## src/rtl/rv16_pkg.sv

```systemverilog
// Shared RV32I / RVC encoding constants for the RV16 compress packer.
// Optional feature: RV16C_MEMOP_EN enables C.LW / C.SW compression.
package rv16_pkg;

    localparam logic [6:0] OP_OPIMM = 7'b0010011;
    localparam logic [6:0] OP_OP    = 7'b0110011;
    localparam logic [6:0] OP_JALR  = 7'b1100111;
    localparam logic [6:0] OP_LOAD  = 7'b0000011;
    localparam logic [6:0] OP_STORE = 7'b0100011;

    localparam logic [2:0] F3_ADD   = 3'b000;
    localparam logic [2:0] F3_WORD  = 3'b010;

    localparam logic [1:0] Q0       = 2'b00;
    localparam logic [1:0] Q1       = 2'b01;
    localparam logic [1:0] Q2       = 2'b10;

    localparam logic [2:0] CF3_ADDI = 3'b000;
    localparam logic [2:0] CF3_LI   = 3'b010;
    localparam logic [2:0] CF3_LW   = 3'b010;
    localparam logic [2:0] CF3_SW   = 3'b110;
    localparam logic [3:0] CF4_MV   = 4'b1000;
    localparam logic [3:0] CF4_ADD  = 4'b1001;

    localparam logic [15:0] C_NOP   = 16'h0001;

    // x8..x15 are the only registers reachable by 3-bit RVC fields
    function automatic logic is_creg(input logic [4:0] r);
        return r[4:3] == 2'b01;
    endfunction

endpackage

```

## src/rtl/rv16c_compressor.sv

```systemverilog
// Combinational RV32I -> RVC encoder; o_ok flags an exact 16-bit form.
// Optional feature: RV16C_MEMOP_EN adds lw/sw -> C.LW/C.SW.
module rv16c_compressor
    import rv16_pkg::*;
(
    input  logic [31:0] i_instr,
    output logic        o_ok,
    output logic [15:0] o_c_instr
);

    logic [6:0]  op;
    logic [2:0]  f3;
    logic [6:0]  f7;
    logic [4:0]  rd;
    logic [4:0]  rs1;
    logic [4:0]  rs2;
    logic [11:0] imm_i;
    logic        imm6_ok;
    logic        is_addi;
    logic        is_add;
    logic        c_li;
    logic        c_addi;
    logic        c_mv;
    logic        c_add;
    logic        c_jr;
    logic        c_lw;
    logic        c_sw;

    assign op    = i_instr[6:0];
    assign rd    = i_instr[11:7];
    assign f3    = i_instr[14:12];
    assign rs1   = i_instr[19:15];
    assign rs2   = i_instr[24:20];
    assign f7    = i_instr[31:25];
    assign imm_i = i_instr[31:20];

    // Immediate fits the signed 6-bit RVC field when bits [11:5] are a sign run
    assign imm6_ok = (f7 == 7'h00) || (f7 == 7'h7f);

    assign is_addi = (op == OP_OPIMM) && (f3 == F3_ADD);
    assign is_add  = (op == OP_OP) && (f3 == F3_ADD) && (f7 == 7'h00);

    assign c_li   = is_addi && (rd != 5'd0) && (rs1 == 5'd0) && imm6_ok;
    assign c_addi = is_addi && (rd != 5'd0) && (rd == rs1)
                    && imm6_ok && (imm_i != 12'd0);
    assign c_mv   = is_add && (rd != 5'd0) && (rs1 == 5'd0)
                    && (rs2 != 5'd0);
    assign c_add  = is_add && (rd != 5'd0) && (rd == rs1)
                    && (rs2 != 5'd0);
    assign c_jr   = (op == OP_JALR) && (f3 == F3_ADD) && (rd == 5'd0)
                    && (imm_i == 12'd0) && (rs1 != 5'd0);

`ifdef RV16C_MEMOP_EN
    logic [11:0] imm_s;
    assign imm_s = {i_instr[31:25], i_instr[11:7]};

    assign c_lw = (op == OP_LOAD) && (f3 == F3_WORD)
                  && is_creg(rd) && is_creg(rs1)
                  && (imm_i[11:7] == 5'd0) && (imm_i[1:0] == 2'd0);
    assign c_sw = (op == OP_STORE) && (f3 == F3_WORD)
                  && is_creg(rs2) && is_creg(rs1)
                  && (imm_s[11:7] == 5'd0) && (imm_s[1:0] == 2'd0);
`else
    assign c_lw = 1'b0;
    assign c_sw = 1'b0;
`endif

    // Select the RVC encoding; the match terms are mutually exclusive
    always_comb begin
        o_ok      = 1'b1;
        o_c_instr = 16'h0000;
        unique case (1'b1)
            c_li:   o_c_instr = {CF3_LI, i_instr[25], rd, i_instr[24:20], Q1};
            c_addi: o_c_instr = {CF3_ADDI, i_instr[25], rd, i_instr[24:20], Q1};
            c_mv:   o_c_instr = {CF4_MV, rd, rs2, Q2};
            c_add:  o_c_instr = {CF4_ADD, rd, rs2, Q2};
            c_jr:   o_c_instr = {CF4_MV, rs1, 5'd0, Q2};
`ifdef RV16C_MEMOP_EN
            c_lw:   o_c_instr = {CF3_LW, imm_i[5:3], rs1[2:0],
                                 imm_i[2], imm_i[6], rd[2:0], Q0};
            c_sw:   o_c_instr = {CF3_SW, imm_s[5:3], rs1[2:0],
                                 imm_s[2], imm_s[6], rs2[2:0], Q0};
`endif
            default: o_ok = 1'b0;
        endcase
    end

endmodule

```

## src/rtl/rv16c_compress_packer.sv

```systemverilog
// Packs RV32I instructions (compressed where exact) into little-endian words.
// Optional feature: RV16C_MEMOP_EN enables C.LW / C.SW compression.
module rv16c_compress_packer
    import rv16_pkg::*;
#(
    parameter int CNT_W = 16
) (
    input  logic             i_clk,
    input  logic             i_rst,
    input  logic             i_valid,
    output logic             o_ready,
    input  logic [31:0]      i_instruction,
    input  logic             i_flush,
    output logic             o_valid,
    input  logic             i_ready,
    output logic [31:0]      o_word,
    output logic             o_flush_done,
    output logic [CNT_W-1:0] o_compressed_count
);

    logic             c_ok;
    logic [15:0]      c_instr;

    logic [15:0]      res_q, res_d;
    logic             res_vld_q, res_vld_d;
    logic [31:0]      word_q, word_d;
    logic             ovld_q, ovld_d;
    logic             done_q, done_d;
    logic [CNT_W-1:0] cnt_q, cnt_d;

    logic             accept;
    logic             flush_acc;

    rv16c_compressor u_comp (
        .i_instr   (i_instruction),
        .o_ok      (c_ok),
        .o_c_instr (c_instr)
    );

    assign o_ready   = !ovld_q || i_ready;
    assign accept    = i_valid && o_ready;
    assign flush_acc = i_flush && !i_valid && o_ready;

    // Next-state: residue packing, output stage and flush padding
    always_comb begin
        res_d     = res_q;
        res_vld_d = res_vld_q;
        word_d    = word_q;
        ovld_d    = ovld_q && !i_ready;
        done_d    = 1'b0;
        cnt_d     = cnt_q;
        if (accept) begin
            if (c_ok) begin
                if (cnt_q != '1) begin
                    cnt_d = cnt_q + CNT_W'(1);
                end
                if (res_vld_q) begin
                    word_d    = {c_instr, res_q};
                    ovld_d    = 1'b1;
                    res_vld_d = 1'b0;
                end else begin
                    res_d     = c_instr;
                    res_vld_d = 1'b1;
                end
            end else if (res_vld_q) begin
                word_d = {i_instruction[15:0], res_q};
                res_d  = i_instruction[31:16];
                ovld_d = 1'b1;
            end else begin
                word_d = i_instruction;
                ovld_d = 1'b1;
            end
        end else if (flush_acc) begin
            done_d = 1'b1;
            if (res_vld_q) begin
                word_d    = {C_NOP, res_q};
                ovld_d    = 1'b1;
                res_vld_d = 1'b0;
            end
        end
    end

    // State registers with synchronous reset
    always_ff @(posedge i_clk) begin
        if (i_rst) begin
            res_q     <= 16'h0000;
            res_vld_q <= 1'b0;
            word_q    <= 32'h0;
            ovld_q    <= 1'b0;
            done_q    <= 1'b0;
            cnt_q     <= '0;
        end else begin
            res_q     <= res_d;
            res_vld_q <= res_vld_d;
            word_q    <= word_d;
            ovld_q    <= ovld_d;
            done_q    <= done_d;
            cnt_q     <= cnt_d;
        end
    end

    assign o_valid            = ovld_q;
    assign o_word             = word_q;
    assign o_flush_done       = done_q;
    assign o_compressed_count = cnt_q;

endmodule
```

## config.mk

```make
export PLATFORM = sky130hd
export DESIGN_NAME = rv16c_compress_packer
export DESIGN_NICKNAME = d
export VERILOG_FILES = /design/src/rtl/rv16_pkg.sv /design/src/rtl/rv16c_compressor.sv /design/src/rtl/rv16c_compress_packer.sv
export SDC_FILE = /design/constraint.sdc
export NUM_CORES = 1
export LEC_CHECK = 0
export CORE_ASPECT_RATIO = 0.7
export CORE_MARGIN = 8
export CORE_UTILIZATION = 49
export DETAILED_ROUTE_END_ITERATION = 10
export GPL_TIMING_DRIVEN = 0
export MAX_ROUTING_LAYER = met4
export PLACE_DENSITY = 0.8
export SLEW_MARGIN = 15
export SYNTH_ARGS = -nofsm -noshare
export SYNTH_HDL_FRONTEND = slang
export SYNTH_SLANG_ARGS = --single-unit
export TNS_END_PERCENT = 5
```

## constraint.sdc

```tcl
create_clock -name i_clk -period 6.3 [get_ports i_clk]
set_clock_uncertainty 0.05 [all_clocks]
set_input_delay 1.26 -clock i_clk [delete_from_list [all_inputs] [get_ports i_clk]]
set_output_delay 1.26 -clock i_clk [all_outputs]
set_load 0.01 [all_outputs]
```

=== Word level (Yosys, flattened, before mapping) ===
Index checks and enable logic that the tools add are counted.

* Bits of input ports: 37
* Output and inout bits: 51
* Logic and storage cells: 81
* Register bits: 67

* Reduce and logical (&&, ||, !) cells: 45
* Equal/unequal tests: 9
* Add/sub/neg operators: 1
* Multiplexer cells: 20

{| class="wikitable"
|+ Operators with widths
! cell !! number
|-
| $mux 32 || 6
|-
| $pmux 16 s5 || 1
|-
| $mux 16 || 3
|-
| $logic_and 1x1->1 || 22
|-
| $add 16x1->16 const B || 1
|-
| $ne 16x16->1 const B || 1
|-
| $reduce_bool 5->1 || 3
|-
| $eq 7x7->1 const B || 2
|-
| $logic_not 12->1 || 1
|-
| $reduce_bool 12->1 || 1
|-
| $logic_not 5->1 || 2
|-
| $mux 1 || 10
|-
| $reduce_and 3->1 || 3
|-
| $eq 7x5->1 const B || 1
|-
| $eq 7x6->1 const B || 1
|-
| $logic_not 7->1 || 1
|-
| $reduce_bool 2->1 || 3
|-
| $eq 5x5->1 || 1
|-
| $reduce_or 5->1 || 1
|-
| $ne 2x2->1 const B || 2
|-
| $logic_not 1->1 || 3
|-
| $logic_not 3->1 || 1
|-
| $logic_or 1x1->1 || 2
|-
| $ne 2x1->1 const B || 1
|-
| 2 further kinds || 2
|}

=== Logic depth before layout (Yosys ltp) ===
* Depth after elaboration: 10
* Gate-level depth with buffers: 14
* Mapped depth without buffers: 11

=== Modules after synthesis ===
Synthesis repeated with hierarchy kept, for this count alone.

* Cells, all modules: 427
* Area total of the unflattened synthesis: 3627.2 um2

{| class="wikitable"
|+ By module, submodules not included
! module !! cells an instance !! times used !! seq. area each (um2) !! area an instance (um2)
|-
| rv16c_compress_packer || 374 || 1 || 1341.3 || 3264.4
|-
| rv16c_compressor || 53 || 1 || 0.0 || 362.8
|}

=== Least setup slack after synthesis ===
Ideal clock, no wire load.

* Kind: input -> register
* Start: in i_instruction[28]
* End: reg word_q[25] (netlist: o_word[25])
* Setup slack: 1.558 ns
* Buffers on the path: 3
* Data required time: 6.128 ns
* Setup time: 0.122 ns
* Stages on the path: 13
* Arrival: 4.571 ns
* Path through: or4_1 nor2_1 a211o_1 a21oi_1 a21oi_2 buf_4 buf_2 inv_1 ha_1 nor3_1 nor2_1 clkbuf_1 a221o_1

* Longest elaborated chain between the ends: 9
* Elaborated cells between the ends (all ways): 24
* Classes of those cells: 2 x eq/ne; 5 x mux; 17 x reduce/logical

{| class="wikitable"
|+ Ends and longest elaborated chain
! item !! line !! RTL
|-
| start: declaration || rv16c_compress_packer.sv:12 || <nowiki>input logic [31:0] i_instruction,</nowiki>
|-
| $logic_not 7->1 || rv16c_compressor.sv:38, rv16c_compressor.sv:41 ||
|-
| $logic_and 1x1->1 || rv16c_compressor.sv:41 || <nowiki>assign is_add = (op == OP_OP) && (f3 == F3_ADD) && (f7 == 7'h00);</nowiki>
|-
| $logic_and 1x1->1 || rv16c_compressor.sv:46, rv16c_compressor.sv:48 ||
|-
| $logic_and 1x1->1, on equally long branches || rv16c_compressor.sv:48, rv16c_compressor.sv:46 ||
|-
| $logic_and 1x1->1, on equally long branches || rv16c_compressor.sv:49, rv16c_compressor.sv:47 ||
|-
| $reduce_or 5->1 (no source line) or $pmux 16 s5 (tied branches) || - ||
|-
| $mux 1 or $mux 32 (tied branches) || rv16c_compressor.sv:72, rv16c_compress_packer.sv:57 ||
|-
| $ne 2x1->1 (no source line) or $mux 32 (tied branches) || - ||
|-
| $reduce_and 3->1 (no source line) or $mux 32 (tied branches) || - ||
|-
| end signal: assignment || rv16c_compress_packer.sv:95 || <nowiki>word_q <= word_d;</nowiki>
|-
| end: declaration || rv16c_compress_packer.sv:26 || <nowiki>logic [31:0] word_q, word_d;</nowiki>
|}

Parallel ways exist; a longest one is shown, timed or not. The select of a mux whose other input is x is not followed.
A chain may end at the register's enable or synchronous reset.

=== Worst setup path in the final report ===
Ends and elaborated chain as after synthesis.

==> flow_metrics.env <==
export IMPL_rsz0062_at_grt="false"
export IMPL_antenna_cells=0
export IMPL_rr_endpoint="o_word[25]"
export IMPL_dpl_cell_area_um2=4460
export IMPL_start_kind="primary input"
export IMPL_routed_via_density=6.36
export IMPL_core_area_um2=6790
export IMPL_endpoint="o_word[25]"
export IMPL_ys_types=58
export IMPL_r2r_cells=7
export IMPL_setup_viol=0
export IMPL_final_cell_area_um2=4660
export IMPL_synth_nets=455
export IMPL_grt_pass1_vias=3680
export IMPL_clk_latency_ns=0.36
export IMPL_hp_class="flop to flop"
export IMPL_instances_no_fill=613
export IMPL_grt_start_max_net_pins=13
export IMPL_hold_viol=0
export IMPL_layout_setup_ws_ns=0.329
export IMPL_post_place_ws_ns=0.208
export IMPL_cts_tree="done"
export IMPL_postCtsHoldBufs=0
export IMPL_io_pins=88
export IMPL_post_cts_buffers=0
export IMPL_async_flop_share=0
export IMPL_detail_route_antenna_nets=0
export IMPL_path_class="primary input to flop"
export IMPL_yosysTopAreaCell="dfxtp_1"
export IMPL_powerDensity_nw_per_um2=208
export IMPL_post_cts_resized=0
export IMPL_ir_drop_uv=157
export IMPL_utilization=0.687
export IMPL_gp_congestion=0.946
export IMPL_drc_errors=0
export IMPL_cts_buffer_depth=2
export IMPL_die_x_um=117
export IMPL_first_pass_iters=5
export IMPL_synthFlopType="dfxtp_1"
export IMPL_reg2reg_from="res_vld_q"
export IMPL_period_needed_ns=5.97
export IMPL_placedCellCount=597
export IMPL_area_growth_pct=34.5
export IMPL_wl_um=12800
export IMPL_status="complete, no violations"
export IMPL_initial_utilization=0.511
export IMPL_final_nets=553
export IMPL_worst_slew_pin_slew_ns=1.06
export IMPL_cp_end_kind="flop"
export IMPL_num_vias=3896
export IMPL_io_buffers=87
export IMPL_fillCellCount=603
export IMPL_multi_input_area_um2=2000
export IMPL_cts_root_buf="clkbuf_8"
export IMPL_routedWlPerCell_um=20.8
export IMPL_clkTransAtPathRegs_ns=0.08
export IMPL_syn_inst=416
export IMPL_dieHeight_um=86.4
export IMPL_htreeDepth=3
export IMPL_crit_path_start="i_instruction[28]"
export IMPL_synthesis_area_um2=3470
export IMPL_period_share=0.948
export IMPL_fmax_mhz=167
export IMPL_grt_pass1_wl_um=19600
export IMPL_final_cell_mix="87 x clkdlybuf4s50_1, 67 x dfxtp_1, 59 x nor2_1, 32 x nand2_1, 24 x a21oi_1"
export IMPL_antenna_found_initial=0
export IMPL_overflow=0
export IMPL_netlist_top_cells_area="dfxtp_1 39%, nor2_1 6.4%, a221oi_1 3.5%"
export IMPL_layout_commonest_cell="clkdlybuf4s50_1"
export IMPL_drtIter0Drc=344
export IMPL_cap_violations=0
export IMPL_yosys_area_top_type_share=0.387
export IMPL_slew_headroom=0.286
export IMPL_synth_seq_cells=67
export IMPL_synth_edf_count=0
export IMPL_track_usage=0.261
export IMPL_yosysSeqAreaShare=0.387
export IMPL_clkSinkCount=67
export IMPL_dieArea_um2=10100
export IMPL_p_leak_uw=0.00153
export IMPL_drive_above_1_share=0.0674
export IMPL_num_rows=25
export IMPL_r2r_setup_slack_ns=2.84
export IMPL_seqCellArea_um2=1340
export IMPL_ys_warn_count=0
export IMPL_slew_violations=0
export IMPL_crit_arrival_ns=6.17
export IMPL_postSynthAreaPerCell_um2=8.33
export IMPL_required_ns=6.50
export IMPL_finalPower_uw=972
export IMPL_cts_buffers=9
export IMPL_cp_max_fo=10
export IMPL_place_hpwl_um=9580
state kept, by name (all words and copies together) (netlist names):
| register | flops |
|---|---|
| o_compressed_count | 16 |
| o_flush_done | 1 |
| o_valid | 1 |
| o_word | 32 |
| res_q | 16 |
| res_vld_q | 1 |
through the flow:
stage | TNS (ns) | hold slack (ns)
6_report | 0 | 0.417
5_1_grt | 0 | 0.431
4_1_cts | 0 | 0.410
3_5_place_dp | 0 | 0.396
3_3_place_gp | -1.97 | 0.396
2_1_floorplan | 0 | 0.382
synthesized netlist by cell type (all sizes together), types with 6 or more instances:
| library cell | count |
|---|---|
| a21oi | 25 |
| or4 | 12 |
| nand3 | 18 |
| a221o | 9 |
| a221oi | 14 |
| a311oi | 10 |
| buf | 7 |
| dfxtp | 67 |
| a32oi | 8 |
| clkbuf | 19 |
| nor2 | 59 |
| o31ai | 11 |
| nand2 | 32 |
| mux2i | 8 |
| and2 | 7 |
| nor3 | 21 |
| xnor2 | 6 |
| o21ai | 10 |
| a211oi | 13 |
layout make-up:
| type | count | share of cell area |
|---|---|---|
| buffer | 26 | 0.0249 |
| clock buffer | 11 | 0.0303 |
| tap | 94 | 0.0252 |
| multi-input combinational | 318 | 0.428 |
| timing repair buffer | 87 | 0.187 |
| inverter | 5 | 0.00402 |
| clock inverter | 5 | 0.0134 |
| sequential | 67 | 0.288 |
cell families after synthesis:
| group | share of synthesized area |
|---|---|
| muxes | 0.0328 |
| AOI/OAI and AO/OA | 0.261 |
| adders and majority gates | 0.00722 |
| DFF | 0.387 |
| buffers and inverters | 0.0390 |
| xor gates and xnor gates | 0.0152 |
| and+or+nand+nor | 0.258 |
worst min-delay path by stage:
stage / from / to / cells after the start
2_1_floorplan: res_q[13] / res_q[13] / 2
3_3_place_gp: o_word[30] / o_word[30] / 2
3_5_place_dp: o_word[30] / o_word[30] / 2
4_1_cts: o_word[30] / o_word[30] / 2
5_1_grt: res_q[13] / res_q[13] / 2
6_report: o_word[30] / o_word[30] / 2
critical path: stages:
cell and delay (ns):
clkdlybuf4s50_1 0.48, or4_1 0.62, nor2_1 0.23, a211o_1 0.20
a21oi_1 0.19, a21oi_2 0.38, buf_4 0.27, buf_2 0.28
inv_1 0.07, ha_1 0.27, nor3_2 0.77, nor2_1 0.33
clkbuf_1 0.37, a221o_1 0.43
power by group:
| part | internal, uW | switching [uW] | leakage [uW] |
|---|---|---|---|
| clock | 195 | 181 | 0.0000957 |
| combinational | 70.1 | 80.3 | 0.000889 |
| sequential | 438 | 7.43 | 0.000546 |
routing by layer:
| metal | GRT usage | share of wire | wire, um | vias up |
|---|---|---|---|---|
| met5 | - | 0 | 0 | - |
| met4 | 0.103 | 0.023 | 299 | 0 |
| met3 | 0.0798 | 0.12 | 1550 | 32 |
| met2 | 0.358 | 0.41 | 5220 | 244 |
| met1 | 0.348 | 0.45 | 5680 | 1830 |
| li1 | - | - | - | 1790 |
Power figures use the tool's default switching activity.
